==> src/rtl/fp_commit_seq_if.sv <==
// Commit bus from the FP commit sequencer into the fp CSR block.
// The live fcsr value comes back to the sequencer for FFLAGS/FRM read-modify-write.
interface fp_commit_seq_if;
  logic        valid;
  logic        csren;
  logic [11:0] csrindex;
  logic [63:0] csrdata;
  logic        fflagen;
  logic [4:0]  fflag;
  logic [63:0] fcsr;

  modport master (
    output valid, csren, csrindex, csrdata, fflagen, fflag,
    input  fcsr
  );

  modport slave (
    input  valid, csren, csrindex, csrdata, fflagen, fflag,
    output fcsr
  );
endinterface

==> src/rtl/fp_commit_seq.sv <==
// In-order FP commit sequencer: holds pending FP ops in a ring, gathers their writeback flags
// and retires the head as a registered single-cycle commit into the fp CSR block.
module fp_commit_seq #(
  parameter int unsigned DEPTH = 8,
  localparam int unsigned TagW = $clog2(DEPTH)
) (
  input  logic                clk_i,
  input  logic                srstn_i,
  input  logic                flush_i,
  input  logic                alloc_valid_i,
  output logic                alloc_ready_o,
  output logic [TagW-1:0]     alloc_tag_o,
  input  logic                alloc_iscsr_i,
  input  logic [11:0]         alloc_csridx_i,
  input  logic [63:0]         alloc_csrdat_i,
  input  logic                wb_valid_i,
  input  logic [TagW-1:0]     wb_tag_i,
  input  logic [4:0]          wb_fflag_i,
  fp_commit_seq_if.master     commit_if
);

  localparam int unsigned CntW      = TagW + 1;
  localparam logic [11:0] IdxFflags = 12'h001;
  localparam logic [11:0] IdxFrm    = 12'h002;
  localparam logic [11:0] IdxFcsr   = 12'h003;

  // Only the low byte of CSR data can ever reach FCSR, so only that byte is stored.
  logic [DEPTH-1:0] busy_q, busy_d, done_q, done_d, iscsr_q, iscsr_d;
  logic [11:0]      csridx_q [DEPTH];
  logic [11:0]      csridx_d [DEPTH];
  logic [7:0]       csrdat_q [DEPTH];
  logic [7:0]       csrdat_d [DEPTH];
  logic [4:0]       eflag_q  [DEPTH];
  logic [4:0]       eflag_d  [DEPTH];

  logic [TagW-1:0]  head_q, head_d, tail_q, tail_d;
  logic [CntW-1:0]  cnt_q, cnt_d;

  logic             valid_q, valid_d, prev_valid_q, prev_valid_d;
  logic             csren_q, csren_d, fflagen_q, fflagen_d;
  logic [11:0]      csrindex_q, csrindex_d;
  logic [63:0]      csrdata_q, csrdata_d;
  logic [4:0]       fflag_q, fflag_d;

  logic             hazard, retire, do_alloc;
  logic             unused_hi;

  assign unused_hi     = ^{alloc_csrdat_i[63:8], commit_if.fcsr[63:8]};
  assign alloc_ready_o = (cnt_q != CntW'(DEPTH));
  assign alloc_tag_o   = tail_q;
  assign do_alloc      = alloc_valid_i & alloc_ready_o;

  // fcsr feedback lags a commit by up to two cycles; CSR read-modify-write waits it out.
  assign hazard = valid_q | prev_valid_q;
  assign retire = busy_q[head_q] & done_q[head_q] & (~iscsr_q[head_q] | ~hazard);

  assign commit_if.valid    = valid_q;
  assign commit_if.csren    = csren_q;
  assign commit_if.csrindex = csrindex_q;
  assign commit_if.csrdata  = csrdata_q;
  assign commit_if.fflagen  = fflagen_q;
  assign commit_if.fflag    = fflag_q;

  always_comb begin
    busy_d       = busy_q;
    done_d       = done_q;
    iscsr_d      = iscsr_q;
    csridx_d     = csridx_q;
    csrdat_d     = csrdat_q;
    eflag_d      = eflag_q;
    head_d       = head_q;
    tail_d       = tail_q;
    cnt_d        = cnt_q + CntW'(do_alloc) - CntW'(retire);
    prev_valid_d = valid_q;
    valid_d      = 1'b0;
    csren_d      = 1'b0;
    csrindex_d   = '0;
    csrdata_d    = '0;
    fflagen_d    = 1'b0;
    fflag_d      = '0;

    if (retire) begin
      busy_d[head_q] = 1'b0;
      done_d[head_q] = 1'b0;
      head_d         = head_q + TagW'(1);
      valid_d        = 1'b1;
      if (iscsr_q[head_q]) begin
        case (csridx_q[head_q])
          IdxFflags: begin
            csren_d    = 1'b1;
            csrindex_d = IdxFcsr;
            csrdata_d  = {56'b0, commit_if.fcsr[7:5], csrdat_q[head_q][4:0]};
          end
          IdxFrm: begin
            csren_d    = 1'b1;
            csrindex_d = IdxFcsr;
            csrdata_d  = {56'b0, csrdat_q[head_q][2:0], commit_if.fcsr[4:0]};
          end
          IdxFcsr: begin
            csren_d    = 1'b1;
            csrindex_d = IdxFcsr;
            csrdata_d  = {56'b0, csrdat_q[head_q]};
          end
          default: ;
        endcase
      end else begin
        fflagen_d = |eflag_q[head_q];
        fflag_d   = eflag_q[head_q];
      end
    end

    if (wb_valid_i && busy_q[wb_tag_i] && !iscsr_q[wb_tag_i] && !done_q[wb_tag_i]) begin
      done_d[wb_tag_i]  = 1'b1;
      eflag_d[wb_tag_i] = wb_fflag_i;
    end

    if (do_alloc) begin
      busy_d[tail_q]   = 1'b1;
      done_d[tail_q]   = alloc_iscsr_i;
      iscsr_d[tail_q]  = alloc_iscsr_i;
      csridx_d[tail_q] = alloc_csridx_i;
      csrdat_d[tail_q] = alloc_csrdat_i[7:0];
      eflag_d[tail_q]  = '0;
      tail_d           = tail_q + TagW'(1);
    end

    if (flush_i) begin
      busy_d     = '0;
      done_d     = '0;
      head_d     = '0;
      tail_d     = '0;
      cnt_d      = '0;
      valid_d    = 1'b0;
      csren_d    = 1'b0;
      csrindex_d = '0;
      csrdata_d  = '0;
      fflagen_d  = 1'b0;
      fflag_d    = '0;
    end
  end

  always_ff @(posedge clk_i) begin
    if (!srstn_i) begin
      busy_q       <= '0;
      done_q       <= '0;
      iscsr_q      <= '0;
      csridx_q     <= '{default: '0};
      csrdat_q     <= '{default: '0};
      eflag_q      <= '{default: '0};
      head_q       <= '0;
      tail_q       <= '0;
      cnt_q        <= '0;
      valid_q      <= 1'b0;
      prev_valid_q <= 1'b0;
      csren_q      <= 1'b0;
      csrindex_q   <= '0;
      csrdata_q    <= '0;
      fflagen_q    <= 1'b0;
      fflag_q      <= '0;
    end else begin
      busy_q       <= busy_d;
      done_q       <= done_d;
      iscsr_q      <= iscsr_d;
      csridx_q     <= csridx_d;
      csrdat_q     <= csrdat_d;
      eflag_q      <= eflag_d;
      head_q       <= head_d;
      tail_q       <= tail_d;
      cnt_q        <= cnt_d;
      valid_q      <= valid_d;
      prev_valid_q <= prev_valid_d;
      csren_q      <= csren_d;
      csrindex_q   <= csrindex_d;
      csrdata_q    <= csrdata_d;
      fflagen_q    <= fflagen_d;
      fflag_q      <= fflag_d;
    end
  end

endmodule
==> src/flat_wrapper.sv <==
// flat-port wrapper written by rule: the top's interface ports become plain ports
module fp_commit_seq_flat 
#(
  parameter int unsigned DEPTH = 8,
  localparam int unsigned TagW = $clog2(DEPTH)
)
  (clk_i, srstn_i, flush_i, alloc_valid_i, alloc_ready_o, alloc_tag_o, alloc_iscsr_i, alloc_csridx_i, alloc_csrdat_i, wb_valid_i, wb_tag_i, wb_fflag_i, commit_if_valid, commit_if_csren, commit_if_csrindex, commit_if_csrdata, commit_if_fflagen, commit_if_fflag, commit_if_fcsr);
  fp_commit_seq_if commit_if_i ();
  input  logic clk_i;
  input  logic srstn_i;
  input  logic flush_i;
  input  logic alloc_valid_i;
  output logic alloc_ready_o;
  output logic [TagW-1:0] alloc_tag_o;
  input  logic alloc_iscsr_i;
  input  logic [11:0] alloc_csridx_i;
  input  logic [63:0] alloc_csrdat_i;
  input  logic wb_valid_i;
  input  logic [TagW-1:0] wb_tag_i;
  input  logic [4:0] wb_fflag_i;
  output wire logic [$bits(commit_if_i.valid)-1:0] commit_if_valid;
  output wire logic [$bits(commit_if_i.csren)-1:0] commit_if_csren;
  output wire logic [$bits(commit_if_i.csrindex)-1:0] commit_if_csrindex;
  output wire logic [$bits(commit_if_i.csrdata)-1:0] commit_if_csrdata;
  output wire logic [$bits(commit_if_i.fflagen)-1:0] commit_if_fflagen;
  output wire logic [$bits(commit_if_i.fflag)-1:0] commit_if_fflag;
  input wire logic [$bits(commit_if_i.fcsr)-1:0] commit_if_fcsr;
  assign commit_if_valid = commit_if_i.valid;
  assign commit_if_csren = commit_if_i.csren;
  assign commit_if_csrindex = commit_if_i.csrindex;
  assign commit_if_csrdata = commit_if_i.csrdata;
  assign commit_if_fflagen = commit_if_i.fflagen;
  assign commit_if_fflag = commit_if_i.fflag;
  assign commit_if_i.fcsr = commit_if_fcsr;
  fp_commit_seq #(.DEPTH(DEPTH)) u_core (.clk_i(clk_i), .srstn_i(srstn_i), .flush_i(flush_i), .alloc_valid_i(alloc_valid_i), .alloc_ready_o(alloc_ready_o), .alloc_tag_o(alloc_tag_o), .alloc_iscsr_i(alloc_iscsr_i), .alloc_csridx_i(alloc_csridx_i), .alloc_csrdat_i(alloc_csrdat_i), .wb_valid_i(wb_valid_i), .wb_tag_i(wb_tag_i), .wb_fflag_i(wb_fflag_i), .commit_if(commit_if_i));
endmodule
==> config.mk <==
export PLATFORM = sky130hd
export DESIGN_NAME = fp_commit_seq_flat
export DESIGN_NICKNAME = d
export VERILOG_FILES = /design/src/rtl/fp_commit_seq_if.sv /design/src/rtl/fp_commit_seq.sv /design/src/flat_wrapper.sv
export SDC_FILE = /design/constraint.sdc
export NUM_CORES = 1
export LEC_CHECK = 0
export ABC_AREA = 1
export CORE_ASPECT_RATIO = 2
export CORE_UTILIZATION = 55
export DETAILED_ROUTE_END_ITERATION = 16
export GPL_ROUTABILITY_DRIVEN = 0
export PLACE_DENSITY = 0.85
export RECOVER_POWER = 50
export SYNTH_ARGS = -nofsm -noshare
export SYNTH_HDL_FRONTEND = slang
export SYNTH_SLANG_ARGS = --single-unit
export TNS_END_PERCENT = 30
==> constraint.sdc <==
create_clock -name clk_i -period 6.1 [get_ports clk_i]
set_input_delay 0.915 -clock clk_i [delete_from_list [all_inputs] [get_ports clk_i]]
set_output_delay 0.915 -clock clk_i [all_outputs]
set_load 0.01 [all_outputs]
======== Word level (Yosys, flattened, before mapping) ========
Index checks and enable logic that the tools add are counted.
storage, ports and cells
  bits in registers ....................... 319
  bits of input ports ..................... 154
  output and inout bits ................... 88
operators by class
  $add $sub $neg .......................... 4
  $lt $le $gt $ge ......................... 11
  equality and inequality tests ........... 4
  mux-type cells .......................... 51
  bitwise operators ....................... 19
  reductions and logical operators ........ 15
operator list
  operator             number
  $bwmux 96            1
  $mux 40              2
  $bwmux 64            1
  $mux 8               8
  $and 40x40->40       1
  $bwmux 40            1
  $not 40->40          1
  $bmux 12 s3          1
  $demux 12 s3         1
  $mux 12              3
  $demux 5 s3          2
  $bmux 8 s3           1
  $demux 8 s3          1
  $eq 12x2->1 const B  2
  $pmux 8 s3           1
  $mux 5               4
  $bmux 1 s3           6
  $and 8x8->8          2
  $bwmux 8             2
  $or 8x8->8           2
  $bmux 5 s3           1
  $eq 12x1->1 const B  1
  $ge 4x4->1 const B   3
  $lt 3x4->1 const B   3
  other kinds (20)     53

======== Longest topological paths before layout ========
Gate-level depths: netlist of the first run.
  word-level depth ........................ 11
  depth in mapped cells ................... 18
  gate-level depth less buffers ........... 17

======== Least setup slack after synthesis of the first run ========
OpenSTA, ideal clock, no wires.
  path type ............................... reg-to-reg
  from .................................... register u_core.head_q[1]
  to ...................................... register u_core.cnt_q[2]
  library setup time ...................... 128 ps
  arrival time ............................ 2298 ps
  path slack .............................. 3674 ps
  cell stages (with the launch flop) ...... 18
  buffers on the path ..................... 1
  period minus slack after synthesis ...... 2426 ps
  cell sequence ........................... dfxtp_1 -> buf_4 -> nand2_1 -> nor2_2 -> nand2_1 -> nand2_1 -> nor2_2 -> nand2_2 -> nand2_2 -> nand3_2 -> inv_1 -> ha_1 -> inv_1 -> ha_1 -> inv_1 -> fa_1 -> xor2_1 -> nor2_1
between the ends
  word-level cells in the longest chain between the ends .. 6
  elaborated cells between the ends (all ways) .. 11
  those cells by class .................... 1 x add/sub; 6 x mux; 4 x bitwise
ends and longest elaborated chain
  element                       RTL line              source
  start, declared               fp_commit_seq.sv:36   logic [TagW-1:0] head_q, head_d, tail_q, tail_d;
  start signal, assigned        fp_commit_seq.sv:150  head_q <= '0;
  start signal, assigned        fp_commit_seq.sv:167  head_q <= head_d;
  $bmux 1 s3                    fp_commit_seq.sv:55   assign retire = busy_q[head_q] & done_q[head_q] & (~iscsr_q[head_q] | ~hazard);
  $mux 1 (not written as such)  fp_commit_seq.sv:55
  $not 1->1 (no source line)    n/a
  $or 1x1->1                    fp_commit_seq.sv:55
  $and 1x1->1 *                 fp_commit_seq.sv:55
  via u_core.retire             fp_commit_seq.sv:45   logic hazard, retire, do_alloc;
  $sub 4x1->4 *                 fp_commit_seq.sv:73   cnt_d = cnt_q + CntW'(do_alloc) - CntW'(retire);
  end signal, assigned          fp_commit_seq.sv:169  cnt_q <= cnt_d;
  end, declared                 fp_commit_seq.sv:37   logic [CntW-1:0] cnt_q, cnt_d;
Mark *: on every way through the listed nets, which the timed path passes. The rest lies on a longest branch. The select of a mux whose other input is x is not followed.
A chain may end at the register's enable or synchronous reset.

======== Worst setup path in the final report of the first run ========
  from .................................... input port alloc_valid_i
  to ...................................... register u_core.eflag_q[36] (netlist name)
between the ends
  word-level cells in the longest chain between the ends .. 2
ends and longest elaborated chain
  element               RTL line              source
  start, declared       flat_wrapper.sv:12    input logic alloc_valid_i;
  $and 1x1->1           fp_commit_seq.sv:51   assign do_alloc = alloc_valid_i & alloc_ready_o;
  $mux 40               fp_commit_seq.sv:117  if (do_alloc) begin
  end signal, assigned  fp_commit_seq.sv:166  eflag_q <= eflag_d;
  end, declared         fp_commit_seq.sv:33   logic [4:0] eflag_q [DEPTH];
Every way passes these cells.

==> summary.md, run 1 <==
| Metric | Value |
|---|---|
| Pwr Total | 3.319 mW |
| Placed cells | 1893 |
| Area Overhead vs Synth | 9.830% |
| Port Buffers | 63 |
| Crit share post-route | 67.98% |
| Synth Area in Simple Gates | 25.37% |
| Root buf cell | clkbuf_16 |
| Final hold viol count | 0 |
| Met1 Resource Use GR | 28.94% |
| Max Fclk | 241.2 MHz |
| Total track usage | 29.18% |
| Htree depth | 1 |
| Setup TNS Final | 0 ps |
| Clk sinks | 251 |
| Layout cells sized above 1 | 3.839% |
| RSZ-0062 raised after global routing | no |
| Area leader, netlist | dfxtp_1 |
| Antenna violations before repair | 0 |
| DRC Markers | 0 |
| Clock transition at the registers of the reported paths | 70 ps |
| Grt met2 use | 54.39% |
| Final worst path period need | 4147 ps |
| Ant diodes | 0 |
| Final nets | 1814 |
| DRT iter0 DRCs | 973 |
| Fin. max-slew vios | 62 |
| Clk buf depth | 3 |
| Crit. Startpoint | alloc_valid_i |
| P per Cell Area | 265.9 nW/um2 |
| Leakage | 5.202 nW |
| Mux cell area share after synthesis | 0% |
| Min-Delay Path Class | register to register |
| Largest family of logic cells by synthesized area | simple AND/OR/NAND/NOR gates |
| Hpwl dp | 21160 um |
| RR Startpoint | u_core.head_q[1] |
| I/O Pins | 242 |
| Top-area cell type share of the netlist area | 44.21% |
| Synth Area in Compound Gates | 17.17% |
| Share of async-settable or async-resettable flops after synthesis | 0% |
| CP endpoint kind | register |
| Worst reg2reg path depth | 16 |
| Filler cells | 1813 |
| Place WS | 2122 ps |
| Routed Antenna Nets | 0 |
| Mapped Cells | 1633 |
| Post-synth EDFFs | 0 |
| Drt first pass iters | 7 |
| Post-synthesis sequential area ratio | 44.21% |
| Core Rows | 74 |
| M3 GR Usage | 4.213% |
| Maxcap violations | 2 |
| Syn. warnings | 0 |
| Core area | 20370 um2 |
| Cts repair resizes | 0 |
| Worst-skew pair later-pin latency | 520 ps |
| Clock Skew | 16.52 ps |
| Post-Synthesis Cell Area | 11370 um2 |
| Vias/cell | 5.521 |
| Violated checks | max-capacitance violations, max-slew violations |
| Top area cells in the synthesized netlist | dfxtp_1 44%, nor2_1 12%, nand2_1 9.3%, o21ai_0 8.5%, a21oi_1 5.2% |
| Number of library cell types mapped by synthesis | 34 |
| Fin cells | 1933 |
| Starting Density | 55.80% |
| Congestion Overflow GR | 0 |
| Worst Setup Slack, final | 1953 ps |
| Seq cells post-synth | 251 |
| Routed via count | 10670 |
| Critical Path Start Type | input pin |
| Largest net degree at the start of global routing | 115 |
| Hold path depth | 2 |
| Most used DFF post-synth | dfxtp_1 |
| Count leader, synth | nor2_1 |
| Worst VDD drop | 0.2420 mV |
| Die X-Extent | 103.7 um |
| Data required, critical path | 6530 ps |
| Fin Hold WS | 450.0 ps |
| Most Used Layer, Global Route | met2 |
| CTS Hold Bufs | 0 |
| Status | complete, but fails checks |
| CTS buffer count | 23 |
| Synthesized area per cell | 6.960 um2 |
| Total Die Area | 21280 um2 |
| CTS tree | yes |
| Crit path kind | input pin to register |
| Die height | 205.3 um |
| Min-delay src | u_core.csridx_q[13] |
| Synth Area in XOR/XNOR | 0.07706% |
| Most frequent cells after synthesis | 349 x nor2_1, 281 x nand2_1, 251 x dfxtp_1 |
| Worst EP arrival | 4580 ps |
| First-pass GRT wire length | 49480 um |
| Rel. slew slack | -7.282% |
| Setup violators final | 0 |
| Crit path max fanout | 28 |
| Slew @ Worst Pin | 1609 ps |
| Post-CTS setup buffer count | 0 |
| Vias in the first global route | 10000 |
| Drt wl/cell | 16.31 um |
| Adder-cell share of the synthesized area | 0.9467% |
| Total Routed Length | 31540 um |
==> through the flow <==
stage / utilization [%] / cell area (um2)
3_5_place_dp: 57.91 / 11800
6_report: 61.28 / 12480
5_1_grt: 61.28 / 12480
3_3_place_gp: 57.91 / 11800
2_1_floorplan: - / 11610
4_1_cts: 61.43 / 12510
==> kinds of logic after synthesis <==
kind of cell    count (synthesis)
fa+ha+maj                       8
simple gates                  715
other cells                     1
flops                         251
compound gates                370
buf+inv                       287
xor+xnor                        1
==> power by group <==
part | total [mW] | internal (mW) | switching, mW
registers | 1.68 | 1.67 | 0.0134
clock network | 1.40 | 0.776 | 0.623
logic | 0.242 | 0.0729 | 0.169
total | 3.32 | 2.51 | 0.805
==> final cells by class <==
type                    count  area, um2  share of cell area, %
clock buffers              31      635.6                  5.092
clock inverters             9      82.58                 0.6615
inverters                 143      536.8                  4.300
multi-input cells        1160       5189                  41.57
flip-flops and latches    251       5025                  40.25
well taps                 266      332.8                  2.666
repair buffers             73      681.9                  5.463
==> placed cells by master (no fill, tap or decap), types with 2 or more instances in the layout <==
master	netlist	routed
dlygate4sd3_1	0	25
o21ai_0	193	193
a21oi_1	118	118
nand4_2	4	3
buf_4	75	5
clkbuf_1	52	10
nor3_1	4	4
nand3_2	3	3
clkinv_2	0	4
nor2_4	2	2
clkinvlp_4	0	2
ha_1	7	7
nand3b_1	2	2
nand2_2	4	3
clkbuf_8	0	3
conb_1	1	66
clkinv_4	0	2
clkdlybuf4s50_1	0	37
or2_2	3	3
inv_2	7	5
o21ai_1	3	3
nand4_1	13	14
nor2_1	349	350
dfxtp_1	251	251
clkinv_1	3	3
clkbuf_16	0	23
a211oi_1	13	13
a22oi_1	5	5
nand3_1	45	45
o22ai_1	35	35
nand2_1	281	282
inv_1	133	135
nor2_2	5	4
==> flip-flops by register name (all words and copies together) (netlist names), 3 cells and up <==
signal,flops
u_core.csridx_q,96
u_core.eflag_q,40
u_core.csrdat_q,64
u_core.cnt_q,4
u_core.alloc_tag_o,3
u_core.commit_if.csrdata,8
u_core.iscsr_q,8
u_core.head_q,3
u_core.commit_if.fflag,5
u_core.busy_q,8
u_core.done_q,8
==> critical path, stage by stage <==
cell           delay, ps
dlygate4sd3_1        540
nand2_1              140
inv_1                160
nand2_1              870
clkinv_1             980
nor2_1               590
inv_1                160
a211oi_1             220
==> final timing paths <==
path,end,slack (ps)
setup / recovery,u_core.eflag_q[36],1950
hold / removal,u_core.csridx_q[13],450
setup reg to reg,u_core.cnt_q[2],2170
hold reg to reg,u_core.csridx_q[13],450
==> metal layers <==
metal	part of all wire, %	vias up
met2	51	519
met3	7.2	154
met4	7.3	0
met5	0	-
li1	-	5150
met1	35	4850
No activity file was read; power rests on OpenSTA's default activity.
==> run 2, diff against run 1 <==
Settings changed: CORE_UTILIZATION 55 to 51, PLACE_DENSITY 0.85 to 0.8.
Clock period 6.1 ns to 4.1 ns, I/O delays scaled along.
==> run 2 against run 1 <==
Effect of this change:
- register-to-register slack lost 1200 ps
- count of clock-buffer cells in the layout grew 3
- die area grew 7.7%
- the flow still finishes with violations (max-capacitance violations, max-slew violations)
- total power grew 53%
- critical path type is now register to register
- worst setup slack lost 960 ps
- highest routed layer unchanged
- global-route usage shrank 0.75 points
- clock power grew 57%
- critical path depth grew 7
- sequential share of layout area shrank 0.62 points
- hold slack gained 1.0 ps
- core utilization shrank 2.8 points
==> summary.md, run 2 (synthesis gave the netlist of run 1 again) <==
| Metric | Value |
|---|---|
| Worst VDD drop | 0.3264 mV (was 0.2420 mV) |
| Largest register FFs | 96 (unchanged) |
| Fin. max-slew vios | 131 (was 62) |
| Root buf cell | clkbuf_16 (unchanged) |
| Crit path kind | register to register (was input pin to register) |
| DRC Markers | 0 (unchanged) |
| Layout cells sized above 1 | 5.113% (was 3.839%) |
| Crit path max fanout | 14 (was 28) |
| Clock transition at the registers of the reported paths | 70 ps (about the same) |
| Clk buf depth | 3 (unchanged) |
| Routed Antenna Nets | 0 (unchanged) |
| Pwr Total | 5.069 mW (was 3.319 mW) |
| Most frequent cells in the layout | 349 x nor2_1, 282 x nand2_1, 251 x dfxtp_1 (was 350 x nor2_1, 282 x nand2_1, 251 x dfxtp_1) |
| First-pass GRT wire length | 50400 um (was 49480 um) |
| Core Rows | 76 (was 74) |
| Clk sinks | 251 (unchanged) |
| Maxcap violations | 1 (was 2) |
| Clock Skew | 8.741 ps (was 16.52 ps) |
| Max Fclk | 322.3 MHz |
| Final nets | 1829 (was 1814) |
| Area Overhead vs Synth | 11.54% (was 9.830%) |
| Routed via count | 10720 (was 10670) |
| CTS Hold Bufs | 0 (unchanged) |
| Hpwl dp | 22030 um (was 21160 um) |
| Crit share post-route | 75.67% |
| Critical path buffer and inverter count | 3 (was 4) |
| Cells along the critical path | nor2_1 > nand3_1 > nand2_1 > nor2_1 > nand2_2 > nand2_2 > nand3_2 > inv_1 > ha_1 > inv_1 > ha_1 > inv_1 > fa_1 > xor2_1 > nor2_1 (was dlygate4sd3_1 > nand2_1 > inv_1 > nand2_1 > clkinv_1 > nor2_1 > inv_1 > a211oi_1) |
| Status | complete, but fails checks (unchanged) |
| Drt wl/cell | 16.47 um (was 16.31 um) |
| Final hold viol count | 0 (unchanged) |
| Rel. slew slack | -38.88% (was -7.282%) |
| RSZ-0062 raised after global routing | no (unchanged) |
| Kind of cell adding the most delay to the critical path | simple AND/OR/NAND/NOR gates (was buffers and inverters) |
| Top reg by flops | u_core.csridx_q (unchanged) |
| Congestion Overflow GR | 0 (unchanged) |
| P per Cell Area | 399.8 nW/um2 (was 265.9 nW/um2) |
| Total Routed Length | 32200 um (was 31540 um) |
| Setup TNS Final | 0 ps (unchanged) |
| Die height | 213.1 um (was 205.3 um) |
| CP endpoint kind | register (unchanged) |
| CP peak stage delay | 640 ps (was 980 ps) |
| Vias in the first global route | 10030 (was 10000) |
| Total track usage | 28.43% (was 29.18%) |
| Core area | 21680 um2 (was 20370 um2) |
| Cts repair resizes | 0 (unchanged) |
| Antenna violations before repair | 0 (unchanged) |
| Min-Delay Path Class | register to register (unchanged) |
| Largest net degree at the start of global routing | 131 (was 115) |
| Setup violators final | 0 (unchanged) |
| Final worst path period need | 3102 ps |
| Leakage | 5.317 nW (was 5.202 nW) |
| Port Buffers | 63 (unchanged) |
| Data required, critical path | 4510 ps (was 6530 ps) |
| Ant diodes | 0 (unchanged) |
| CTS buffer count | 23 (unchanged) |
| Die X-Extent | 107.6 um (was 103.7 um) |
| Worst EP arrival | 3510 ps (was 4580 ps) |
| Worst-skew pair later-pin latency | 530 ps (was 520 ps) |
| Starting Density | 52.42% (was 55.80%) |
| DRT iter0 DRCs | 783 (was 973) |
| Htree depth | 1 (unchanged) |
| Post-CTS setup buffer count | 0 (unchanged) |
| Most common cell after layout, fill and taps aside | nor2_1 (unchanged) |
| Total Die Area | 22920 um2 (was 21280 um2) |
| Largest regs | u_core.csridx_q (96), u_core.csrdat_q (64), u_core.eflag_q (40) (unchanged) |
| I/O Pins | 242 (unchanged) |
| Slowest CP cell | dfxtp_1 (was clkinv_1) |
| Critical Path Start Type | register (was input pin) |
| Drt first pass iters | 5 (was 7) |
| Violated checks | max-capacitance violations, max-slew violations (unchanged) |
| Vias/cell | 5.482 (was 5.521) |
| Slew @ Worst Pin | 2083 ps (was 1609 ps) |
| CTS tree | yes (unchanged) |
[run 2: worst register-to-register path, stage by stage, from the launching register on]
cell     delay [ps]
dfxtp_1         640
nor2_1          270
nand3_1         130
nand2_1          60
nor2_1          270
nand2_2         120
nand2_2         210
nand3_2         110
inv_1           110
ha_1            230
inv_1            50
ha_1            130
inv_1            60
fa_1            400
xor2_1          160
nor2_1           50
[run 2: metal layers]
layer  global-route usage (%)  wire, um  up-vias  share of wire, %
met5                        0         0        -                 0
met4                    23.15      2681        0               8.3
met3                    3.938      2047      171               6.4
met2                    51.55     16270      467                51
met1                    28.26     11210     4884                35
li1                         -         -     5195                 -
[run 2: area by class of cell]
class,count,area (um2)
multi-input combinational,1160,5197
inverter,143,536.8
clock buffer,34,676.9
fill,2031,9004
tap,273,341.6
sequential,251,5025
clock inverter,6,90.09
timing repair buffer,88,809.5
[run 2: stage by stage]
step                      instances  setup WS, ps  area, um2  util (%)  hold slack [ps]
final                          1955         997.7      12680     58.47            451.1
after global routing           1955         742.1      12680     58.47            467.5
after CTS                      1955          1033      12680     58.50            450.8
after detailed placement       1915         977.8      11920     54.96            440.1
after global placement         1915         996.8      11920     54.96            433.6
after floorplan                1698          1674      11610         -            423.1
[run 2: path summary, 6_finish.rpt]
kind,from,endpoint,slack (ps),depth (start not counted)
max,u_core.head_q[1],u_core.cnt_q[2],1000,15
min,u_core.csridx_q[13],u_core.csridx_q[13],450,2
max reg2reg,u_core.head_q[1],u_core.cnt_q[2],1000,15
min reg2reg,u_core.csridx_q[13],u_core.csridx_q[13],450,2
[run 2: where the power goes]
group,internal (mW),switching [mW],leakage (nW)
logic,0.115,0.252,2.91
clock network,1.27,0.933,0.374
registers,2.48,0.0195,2.03
total,3.86,1.20,5.32
==> run 3, diff against run 2 <==
Settings changed: CORE_UTILIZATION 51 to 46, PLACE_DENSITY 0.8 to 0.76.
Clock period 4.1 ns to 2.7 ns, I/O delays scaled along.
==> run 3 against run 2 <==
Effect of this change:
- the flow now finishes without violations
- worst setup slack got worse by 790 ps
- total power increased by 52%
- clock power rose by 52%
- final area increased by 2.2%
- clock skew is 9.2 ps higher
- count of clock-buffer cells in the layout down 7
==> summary.md, run 3 (synthesis gave the netlist of run 1 again) <==
| Metric | Value |
|---|---|
| Status | complete, no violations (was complete, but fails checks) |
| Root buf cell | clkbuf_16 (unchanged) |
| Crit. Startpoint | u_core.head_q[2] (was u_core.head_q[1]) |
| Clock transition at the registers of the reported paths | 70 ps (about the same) |
| Setup TNS Final | 0 ps (unchanged) |
| Final nets | 1862 (was 1829) |
| Most frequent cells in the layout | 350 x nor2_1, 281 x nand2_1, 248 x dfxtp_1 (was 349 x nor2_1, 282 x nand2_1, 251 x dfxtp_1) |
| Final worst path period need | 2494 ps (was 3102 ps) |
| Ant diodes | 0 (unchanged) |
| Total track usage | 26.32% (was 28.43%) |
| Final hold viol count | 0 (unchanged) |
| Largest register FFs | 96 (unchanged) |
| Worst reg2reg path depth | 16 (was 15) |
| Most common cell after layout, fill and taps aside | nor2_1 (unchanged) |
| Data required, critical path | 3120 ps (was 4510 ps) |
| Leakage | 5.488 nW (was 5.317 nW) |
| Layout cells sized above 1 | 7.230% (was 5.113%) |
| Reg2Reg Setup Slack | 210 ps (was 1000 ps) |
| Min-delay src | srstn_i (was u_core.csridx_q[13]) |
| CTS Hold Bufs | 0 (unchanged) |
| Pwr Total | 7.702 mW (was 5.069 mW) |
| Rel. slew slack | 42.11% (was -38.88%) |
| Maxcap violations | 0 (was 1) |
| Max Fclk | 401.0 MHz (was 322.3 MHz) |
| Crit share post-route | 92.36% (was 75.67%) |
| Hpwl dp | 23420 um (was 22030 um) |
| Largest net degree at the start of global routing | 131 (unchanged) |
| Vias/cell | 5.440 (was 5.482) |
| Routed via count | 10910 (was 10720) |
| Routed Antenna Nets | 0 (unchanged) |
| Antenna violations before repair | 0 (unchanged) |
| Hold path depth | 6 (was 2) |
| Critical Path Start Type | register (unchanged) |
| Vias in the first global route | 10140 (was 10030) |
| Drt wl/cell | 16.76 um (was 16.47 um) |
| CTS buffer count | 22 (was 23) |
| Die height | 224.3 um (was 213.1 um) |
| First-pass GRT wire length | 51950 um (was 50400 um) |
| Clock Skew | 17.92 ps (was 8.741 ps) |
| Htree depth | 1 (unchanged) |
| DRC Markers | 0 (unchanged) |
| Total Die Area | 25380 um2 (was 22920 um2) |
| Port Buffers | 63 (unchanged) |
| FF-to-FF End | u_core.cnt_q[2] (unchanged) |
| Crit path max fanout | 8 (was 14) |
| Core Rows | 81 (was 76) |
| RSZ-0062 raised after global routing | no (unchanged) |
| CP endpoint kind | register (unchanged) |
| Clk buf depth | 3 (unchanged) |
| DRT iter0 DRCs | 884 (was 783) |
| Worst VDD drop | 0.4117 mV (was 0.3264 mV) |
| Slew @ Worst Pin | 868.3 ps (was 2083 ps) |
| Drt first pass iters | 5 (unchanged) |
| Fin. max-slew vios | 0 (was 131) |
| I/O Pins | 242 (unchanged) |
| Largest regs | u_core.csridx_q (96), u_core.csrdat_q (64), u_core.eflag_q (40) (unchanged) |
| Congestion Overflow GR | 0 (unchanged) |
| RR Startpoint | u_core.head_q[2] (was u_core.head_q[1]) |
| CTS tree | yes (unchanged) |
| Total Routed Length | 33600 um (was 32200 um) |
| Starting Density | 46.73% (was 52.42%) |
| Setup violators final | 0 (unchanged) |
| Worst EP arrival | 2910 ps (was 3510 ps) |
| P per Cell Area | 594.4 nW/um2 (was 399.8 nW/um2) |
| Top reg by flops | u_core.csridx_q (unchanged) |
| Clk sinks | 251 (unchanged) |
| Hold Crit Endpoint | u_core.head_q[0] (was u_core.csridx_q[13]) |
| Core area | 24320 um2 (was 21680 um2) |
| Min-Delay Path Class | input pin to register (was register to register) |
| Area Overhead vs Synth | 14.00% (was 11.54%) |
| Crit path kind | register to register (unchanged) |
| Die X-Extent | 113.2 um (was 107.6 um) |
| Worst-skew pair later-pin latency | 540 ps (was 530 ps) |
[run 3: cell type report]
cell class,count,area (um2)
clock buffers,27,609.3
flip-flops and latches,251,5029
inverters,143,536.8
clock inverters,12,155.1
multi-input cells,1160,5197
repair buffers,122,1067
fillers,2362,11370
well taps,290,362.8
[run 3: critical path, stage by stage, from the launching register on]
cell and delay (ps):
dfxtp_2 380, nor2_1 220, nand3_1 110, nand2_1 70, nor2_1 40, buf_4 130, nand2_2 70, nand2_2 80
nand3_2 70, inv_1 60, ha_1 270, inv_1 70, ha_1 130, inv_1 60, fa_1 400, xor2_1 160
nor2_1 50
[run 3: worst max path at each step]
stage / to / cells past startpoint
6_report: u_core.cnt_q[2] / 16
5_1_grt: u_core.cnt_q[2] / 17
4_1_cts: u_core.cnt_q[2] / 17
3_5_place_dp: u_core.eflag_q[32] / 11
3_3_place_gp: u_core.eflag_q[34] / 11
2_1_floorplan: u_core.cnt_q[2] / 17
[run 3: power by group]
group | switching [mW] | internal, mW | leakage, nW
Clock | 1.44 | 1.91 | 0.380
Sequential | 0.0297 | 3.76 | 2.03
Combinational | 0.392 | 0.177 | 3.08
Total | 1.86 | 5.84 | 5.49
[run 3: repair_timing]
item                       in CTS  in global routing
hold endpoints to repair        0                  0
setup buffers                   0                  0
setup endpoints to repair       0                  4
gates resized for setup         0                  3
[run 3: through the flow]
stage | setup WS, ps | hold WS, ps | cells | utilization [%] | cell area (um2)
final | 206.2 | 434.3 | 2005 | 53.27 | 12960
after global placement | 114.2 | 432.5 | 1966 | 50.23 | 12220
after floorplan | 274.0 | 423.1 | 1698 | - | 11610
after global routing | 9.724 | 453.7 | 2005 | 53.27 | 12960
after CTS | 85.63 | 361.1 | 2005 | 53.37 | 12980
after detailed placement | 72.88 | 440.4 | 1966 | 50.23 | 12220
[run 3: routing by layer]
metal | routed length [um] | track usage [%] | vias up
li1 | - | - | 5251
met1 | 11830 | 26.12 | 5018
met2 | 16800 | 48.49 | 480
met3 | 2122 | 3.665 | 159
met4 | 2848 | 20.50 | 0
met5 | 0 | 0 | -
